**src/rtl/cpu_types_pkg.sv**
```systemverilog
// Shared CPU types: writeback source encoding, MEM/WB latch layout and the
// writeback result selector.
package cpu_types_pkg;

   typedef enum logic [1:0] {
      WB_ALU  = 2'd0,
      WB_LOAD = 2'd1,
      WB_NPC  = 2'd2,
      WB_LUI  = 2'd3
   } wbsrc_t;

   typedef struct packed {
      logic        valid;
      logic        regwr;
      logic [4:0]  wsel;
      wbsrc_t      wbsrc;
      logic [31:0] aluout;
      logic [31:0] dload;
      logic [31:0] npc;
      logic [15:0] imm16;
      logic        halt;
   } memwb_t;

   function automatic logic [31:0] wb_result(memwb_t l);
      logic [31:0] r;
      r = l.aluout;
      case (l.wbsrc)
         WB_ALU:  r = l.aluout;
         WB_LOAD: r = l.dload;
         WB_NPC:  r = l.npc;
         WB_LUI:  r = {l.imm16, 16'h0000};
         default: r = l.aluout;
      endcase
      return r;
   endfunction

endpackage

```
**src/rtl/writeback_if.sv**
```systemverilog
// Port bundle between MEM and the writeback stage.
// `WB_RETIRE_CNT_EN adds the retired-instruction count.
interface writeback_if #(
   parameter int unsigned RETIRE_W = 32
) ();

   logic        mem_valid;
   logic        mem_regwr;
   logic [4:0]  mem_wsel;
   logic [1:0]  mem_wbsrc;
   logic [31:0] mem_aluout;
   logic [31:0] mem_dload;
   logic [31:0] mem_npc;
   logic [15:0] mem_imm16;
   logic        mem_halt;
   logic        wb_en;
   logic        wb_flush;

   logic        WEN;
   logic [4:0]  wsel;
   logic [31:0] wdat;
   logic        fwd_valid;
   logic [4:0]  fwd_sel;
   logic [31:0] fwd_dat;
   logic        halt;

`ifdef WB_RETIRE_CNT_EN
   logic [RETIRE_W-1:0] retired;
`else
   logic unused_retire_w;
   assign unused_retire_w = ^RETIRE_W;
`endif

   modport wb (
`ifdef WB_RETIRE_CNT_EN
      output retired,
`endif
      input  mem_valid, mem_regwr, mem_wsel, mem_wbsrc, mem_aluout, mem_dload, mem_npc,
             mem_imm16, mem_halt, wb_en, wb_flush,
      output WEN, wsel, wdat, fwd_valid, fwd_sel, fwd_dat, halt
   );

   modport mem (
`ifdef WB_RETIRE_CNT_EN
      input  retired,
`endif
      output mem_valid, mem_regwr, mem_wsel, mem_wbsrc, mem_aluout, mem_dload, mem_npc,
             mem_imm16, mem_halt, wb_en, wb_flush,
      input  WEN, wsel, wdat, fwd_valid, fwd_sel, fwd_dat, halt
   );

   modport tb (
`ifdef WB_RETIRE_CNT_EN
      input  retired,
`endif
      output mem_valid, mem_regwr, mem_wsel, mem_wbsrc, mem_aluout, mem_dload, mem_npc,
             mem_imm16, mem_halt, wb_en, wb_flush,
      input  WEN, wsel, wdat, fwd_valid, fwd_sel, fwd_dat, halt
   );

endinterface

```
**src/rtl/writeback_stage.sv**
```systemverilog
// MEM/WB latch and register-file write port, with sticky HALT.
// `WB_RETIRE_CNT_EN adds a saturating retired-instruction counter.
module writeback_stage
   import cpu_types_pkg::*;
#(
   parameter int unsigned RETIRE_W = 32
) (
   input  logic   CLK,
   input  logic   nRST,
   writeback_if.wb bus
);

   memwb_t      latch_q, latch_d;
   logic        halted;
   logic        capture;
   logic        wen;
   logic [31:0] result;

   // A latched valid HALT is the halt flag; the latch then never changes again.
   assign halted = latch_q.valid & latch_q.halt;
   assign capture = ~halted & bus.wb_en & ~bus.wb_flush;

   always_comb begin
      latch_d = latch_q;
      if (!halted && bus.wb_flush) begin
         latch_d.valid = 1'b0;
      end else if (capture) begin
         latch_d.valid  = bus.mem_valid;
         latch_d.regwr  = bus.mem_regwr;
         latch_d.wsel   = bus.mem_wsel;
         latch_d.wbsrc  = wbsrc_t'(bus.mem_wbsrc);
         latch_d.aluout = bus.mem_aluout;
         latch_d.dload  = bus.mem_dload;
         latch_d.npc    = bus.mem_npc;
         latch_d.imm16  = bus.mem_imm16;
         latch_d.halt   = bus.mem_halt;
      end
   end

   always_ff @(posedge CLK, negedge nRST) begin
      if (!nRST) begin
         latch_q <= '0;
      end else begin
         latch_q <= latch_d;
      end
   end

   assign wen    = latch_q.valid & latch_q.regwr & (latch_q.wsel != 5'd0) & ~halted;
   assign result = wb_result(latch_q);

   assign bus.WEN       = wen;
   assign bus.wsel      = latch_q.wsel;
   assign bus.wdat      = result;
   assign bus.fwd_valid = wen;
   assign bus.fwd_sel   = latch_q.wsel;
   assign bus.fwd_dat   = result;
   assign bus.halt      = halted;

`ifdef WB_RETIRE_CNT_EN
   logic [RETIRE_W-1:0] retired_q, retired_d;

   always_comb begin
      retired_d = retired_q;
      if (capture && bus.mem_valid && !(&retired_q)) begin
         retired_d = retired_q + 1'b1;
      end
   end

   always_ff @(posedge CLK, negedge nRST) begin
      if (!nRST) begin
         retired_q <= '0;
      end else begin
         retired_q <= retired_d;
      end
   end

   assign bus.retired = retired_q;
`else
   logic unused_retire_w;
   assign unused_retire_w = ^RETIRE_W;
`endif

endmodule

```
**src/flat_wrapper.sv**
```systemverilog
// flat-port wrapper written by rule: the top's interface ports become plain ports
module writeback_stage_flat import cpu_types_pkg::*;
#(
   parameter int unsigned RETIRE_W = 32
)
  (CLK, nRST, bus_mem_valid, bus_mem_regwr, bus_mem_wsel, bus_mem_wbsrc, bus_mem_aluout, bus_mem_dload, bus_mem_npc, bus_mem_imm16, bus_mem_halt, bus_wb_en, bus_wb_flush, bus_WEN, bus_wsel, bus_wdat, bus_fwd_valid, bus_fwd_sel, bus_fwd_dat, bus_halt);
  writeback_if #(.RETIRE_W(RETIRE_W)) bus_i ();
  input  logic CLK;
  input  logic nRST;
  input wire logic [$bits(bus_i.mem_valid)-1:0] bus_mem_valid;
  input wire logic [$bits(bus_i.mem_regwr)-1:0] bus_mem_regwr;
  input wire logic [$bits(bus_i.mem_wsel)-1:0] bus_mem_wsel;
  input wire logic [$bits(bus_i.mem_wbsrc)-1:0] bus_mem_wbsrc;
  input wire logic [$bits(bus_i.mem_aluout)-1:0] bus_mem_aluout;
  input wire logic [$bits(bus_i.mem_dload)-1:0] bus_mem_dload;
  input wire logic [$bits(bus_i.mem_npc)-1:0] bus_mem_npc;
  input wire logic [$bits(bus_i.mem_imm16)-1:0] bus_mem_imm16;
  input wire logic [$bits(bus_i.mem_halt)-1:0] bus_mem_halt;
  input wire logic [$bits(bus_i.wb_en)-1:0] bus_wb_en;
  input wire logic [$bits(bus_i.wb_flush)-1:0] bus_wb_flush;
  output wire logic [$bits(bus_i.WEN)-1:0] bus_WEN;
  output wire logic [$bits(bus_i.wsel)-1:0] bus_wsel;
  output wire logic [$bits(bus_i.wdat)-1:0] bus_wdat;
  output wire logic [$bits(bus_i.fwd_valid)-1:0] bus_fwd_valid;
  output wire logic [$bits(bus_i.fwd_sel)-1:0] bus_fwd_sel;
  output wire logic [$bits(bus_i.fwd_dat)-1:0] bus_fwd_dat;
  output wire logic [$bits(bus_i.halt)-1:0] bus_halt;
  assign bus_i.mem_valid = bus_mem_valid;
  assign bus_i.mem_regwr = bus_mem_regwr;
  assign bus_i.mem_wsel = bus_mem_wsel;
  assign bus_i.mem_wbsrc = bus_mem_wbsrc;
  assign bus_i.mem_aluout = bus_mem_aluout;
  assign bus_i.mem_dload = bus_mem_dload;
  assign bus_i.mem_npc = bus_mem_npc;
  assign bus_i.mem_imm16 = bus_mem_imm16;
  assign bus_i.mem_halt = bus_mem_halt;
  assign bus_i.wb_en = bus_wb_en;
  assign bus_i.wb_flush = bus_wb_flush;
  assign bus_WEN = bus_i.WEN;
  assign bus_wsel = bus_i.wsel;
  assign bus_wdat = bus_i.wdat;
  assign bus_fwd_valid = bus_i.fwd_valid;
  assign bus_fwd_sel = bus_i.fwd_sel;
  assign bus_fwd_dat = bus_i.fwd_dat;
  assign bus_halt = bus_i.halt;
  writeback_stage #(.RETIRE_W(RETIRE_W)) u_core (.CLK(CLK), .nRST(nRST), .bus(bus_i));
endmodule
```
**config.mk**
```make
export PLATFORM = sky130hd
export DESIGN_NAME = writeback_stage_flat
export DESIGN_NICKNAME = d
export VERILOG_FILES = /design/src/rtl/cpu_types_pkg.sv /design/src/rtl/writeback_if.sv /design/src/rtl/writeback_stage.sv /design/src/flat_wrapper.sv
export SDC_FILE = /design/constraint.sdc
export NUM_CORES = 1
export LEC_CHECK = 0
export BUFFER_PORTS_ARGS = -buffer_cell sky130_fd_sc_hd__buf_2
export CORE_MARGIN = 2
export CORE_UTILIZATION = 40
export CTS_BUF_LIST = sky130_fd_sc_hd__clkbuf_8
export CTS_CLUSTER_DIAMETER = 150
export DETAILED_ROUTE_END_ITERATION = 12
export GPL_ROUTABILITY_DRIVEN = 0
export MAX_ROUTING_LAYER = met4
export PLACE_DENSITY = 0.65
export SYNTH_ARGS = -nofsm -noshare
export SYNTH_HDL_FRONTEND = slang
export SYNTH_SLANG_ARGS = --single-unit
```
**constraint.sdc**
```tcl
create_clock -name CLK -period 2.1 [get_ports CLK]
set_clock_uncertainty 0.05 [all_clocks]
set_input_delay 0 -clock CLK [delete_from_list [all_inputs] [get_ports CLK]]
set_output_delay 0 -clock CLK [all_outputs]
set_load 0.01 [all_outputs]
```
==> metrics.md <==
| Metric | Value |
|---|---|
| Outcome | completed |
| Most frequent cells in the layout | buf_2, dlygate4sd3_1, dfrtp_1, mux2_4, mux2_2 |
| Placed insts | 714 |
| WHS | between 0.1 and 0.15 ns |
| First-pass GRT wire length | between 20 and 25 mm |
| Critical Path Start Type | flop |
| Worst path arrival time | 1.90 ns |
| CTS tree | built |
| Worst-path fanout max | 23 |
| Slew Limit Headroom | 56.2% |
| Vias post-DR | about 4,000 |
| DIE HEIGHT | 126 um |
| Leading area contributor after synthesis | dfrtp_1 |
| Initial antenna violation count | 0 |
| DRC | 0 |
| Clock root buffer | clkbuf_8 |
| Avg Vias per Cell | between 4 and 5 |
| Overall Global Routing Usage | between 10% and 20% |
| Slowest stage delay, CP | slightly below 0.6 ns |
| Worst vdd ir | 0.453 mV |
| Post-Route Setup TNS | 0 ns |
| RSZ-0062 raised after global routing | false |
| Worst Hold Class | primary input to asynchronous set/reset pin |
| Vias in the first global route | 4,648 |
| Clk_lat worst skew | approximately 0.43 ns |
| Die W | roughly 130 um |
| Drt first pass iters | 4 |
| Final Hold Fails | 0 |
| Synth top area cells | dfrtp_1, mux2_4, mux4_2, mux2_2, buf_4 |
| Detailed Place HPWL | ~8.6 mm |
| Max cap viols | 0 |
| Layout Cells excl Fill | a little under 900 |
| Post-cts sizing count | 0 |
| Average cell area after synthesis | 15.5 sq um |
| Antenna-violating nets left | 0 |
| Static Leak | 4.28 nW |
| Cells after Synth | 385 |
| Wire length per cell | about 16 um |
| Power density over the cells | approximately 960 nW/um^2 |
| Row count | 44 |
| Final worst slack | between 0.15 and 0.2 ns |
| CTS buffer count | 17 |
| Period Utilization, post-route | 92.8% |
| Tot Pwr | about 8.2 mW |
| Slew Viols, Final | 0 |
| # H-tree levels | 4 |
| Finish-stage setup viols | 0 |
| FILL cells | around 1,100 |
| WP buf/inv | 2 |
| Share of the synthesized area in the top cell type | between 50% and 60% |
| Critical path class | flop to output port |
| Sequential area share after synthesis | approximately half |
| Grt total ovfl | 0 |
| Clock buffer depth | 2 |
| CP Cell Sequence | buf_4 > mux4_2 > buf_2 |
| WP data required | 2.05 ns |
| Commonest non-fill, non-tap cell in the layout | buf_2 |
| Area of the die | ~16,000 sq um |
| Final #Nets | 800 |
| Starting utilization of the core area | around two fifths |
| Pre-CTS setup slack | 0.492 ns |
| Synth-to-layout area growth | 42.7% |
| Core area | 14,600 sq um |
| Fmax | between 500 and 600 MHz |
| Largest net degree at the start of global routing | between 100 and 150 |
| Port Buffer Count | between 200 and 250 |
| Yosys warnings | 0 |
| Slowest-stage cell, CP | mux4_2 |
| Count of different cell masters after synthesis | 19 |
| Mapped Area | roughly 6000 sq um |
| Clk slew on worst S/H paths | 0.07 ns |
| Clock sink total | between 100 and 150 |
| Post-layout minimum cycle time | slightly below 2 ns |
| CP top delay family | multiplexers |
| Syn_nets | ~510 |
| Routed WL | around 14 mm |
| Worst-margin pin slew | 0.657 ns |
| Initial DRC Count | ~140 |
| Worst Setup End Kind | output port |
| Antenna fix cells | 0 |
| IO Pins | around 200 |
| Fraction of layout cells with a size suffix above 1 | 55.0% |
| Yosys reg bits | approximately 120 |
## sequential cells by signal, summed over array words and instances (netlist names)
name                cells
u_core.bus.fwd_sel      5
u_core.latch_q        117
## cells in the mapped netlist, drive strengths merged
cell    count
and2b       1
o21ai      17
nor3        1
nor2b       1
mux2i      16
dfrtp     122
nand2      19
mux4       16
buf        64
or4         1
mux2      121
and2        1
nor2        2
clkbuf      2
nand2b      1
## area by class of cell
class                      count  area (sq um)  area share (%)
clock buffer                  18           248            2.90
tap                          184           230            2.70
timing repair buffer         336          2410            28.2
sequential                   122          3060            35.8
multi-input combinational    197          2430            28.5
clock inverter                14           165            1.93
## path summary, 6_finish.rpt
path,endpoint,depth (start not counted),start,slack (ns)
max in group asynchronous,u_core.latch_q[113]$_DFFE_PN0P_,3,nRST,1.34
worst min register to register,u_core.latch_q[7]$_DFFE_PN0P_,1,u_core.latch_q[7]$_DFFE_PN0P_,0.45
min in group CLK,u_core.latch_q[66]$_DFFE_PN0P_,4,bus_wb_en,0.22
worst max register to register,u_core.latch_q[14]$_DFFE_PN0P_,4,u_core.latch_q[0]$_DFFE_PN0P_,0.48
worst max-delay path,bus_wdat[28],3,u_core.latch_q[113]$_DFFE_PN0P_,0.15
worst min-delay path,u_core.latch_q[99]$_DFFE_PN0P_,3,nRST,0.15
## timing repair
action / CTS / global route
endpoints found under the hold margin: 244 / 0
endpoints found under the setup margin: 0 / 0
hold buffers: 125 / 0
setup buffers: 0 / 0
## worst min-delay path, cell delays in order
cell           delay, ns
dlygate4sd3_1       0.53
buf_4               0.12
buf_12              0.46
## stage by stage
step | cell area, sq um | utilization (%)
after floorplan | 5990 | -
after global placement | 6880 | 47.1
after detailed placement | 6880 | 47.1
after CTS | 8540 | 58.5
after global routing | 8540 | 58.5
final | 8540 | 58.5
## cell families after synthesis
group / after synthesis / synth area share, %
multiplexers: 153 / 37.1
flip-flops: 122 / 51.0
buffers and inverters: 66 / 8.34
AND/OR/NAND/NOR: 27 / 2.13
AO/OA/AOI/OAI: 17 / 1.42
## metal layers
| metal | GRT usage (%) | part of all wire (%) |
|---|---|---|
| met5 | - | 0 |
| met4 | 7.30 | 2.2 |
| met3 | 4.60 | 4.4 |
| met2 | 32.2 | 52 |
| met1 | 22.0 | 41 |
## power by group
part | internal [mW] | switching [mW] | total [mW]
Combinational | 1.62 | 1.21 | 2.84
Sequential | 2.88 | 0.315 | 3.19
Clock | 1.29 | 0.903 | 2.20
(Power assumes the default switching activity.)
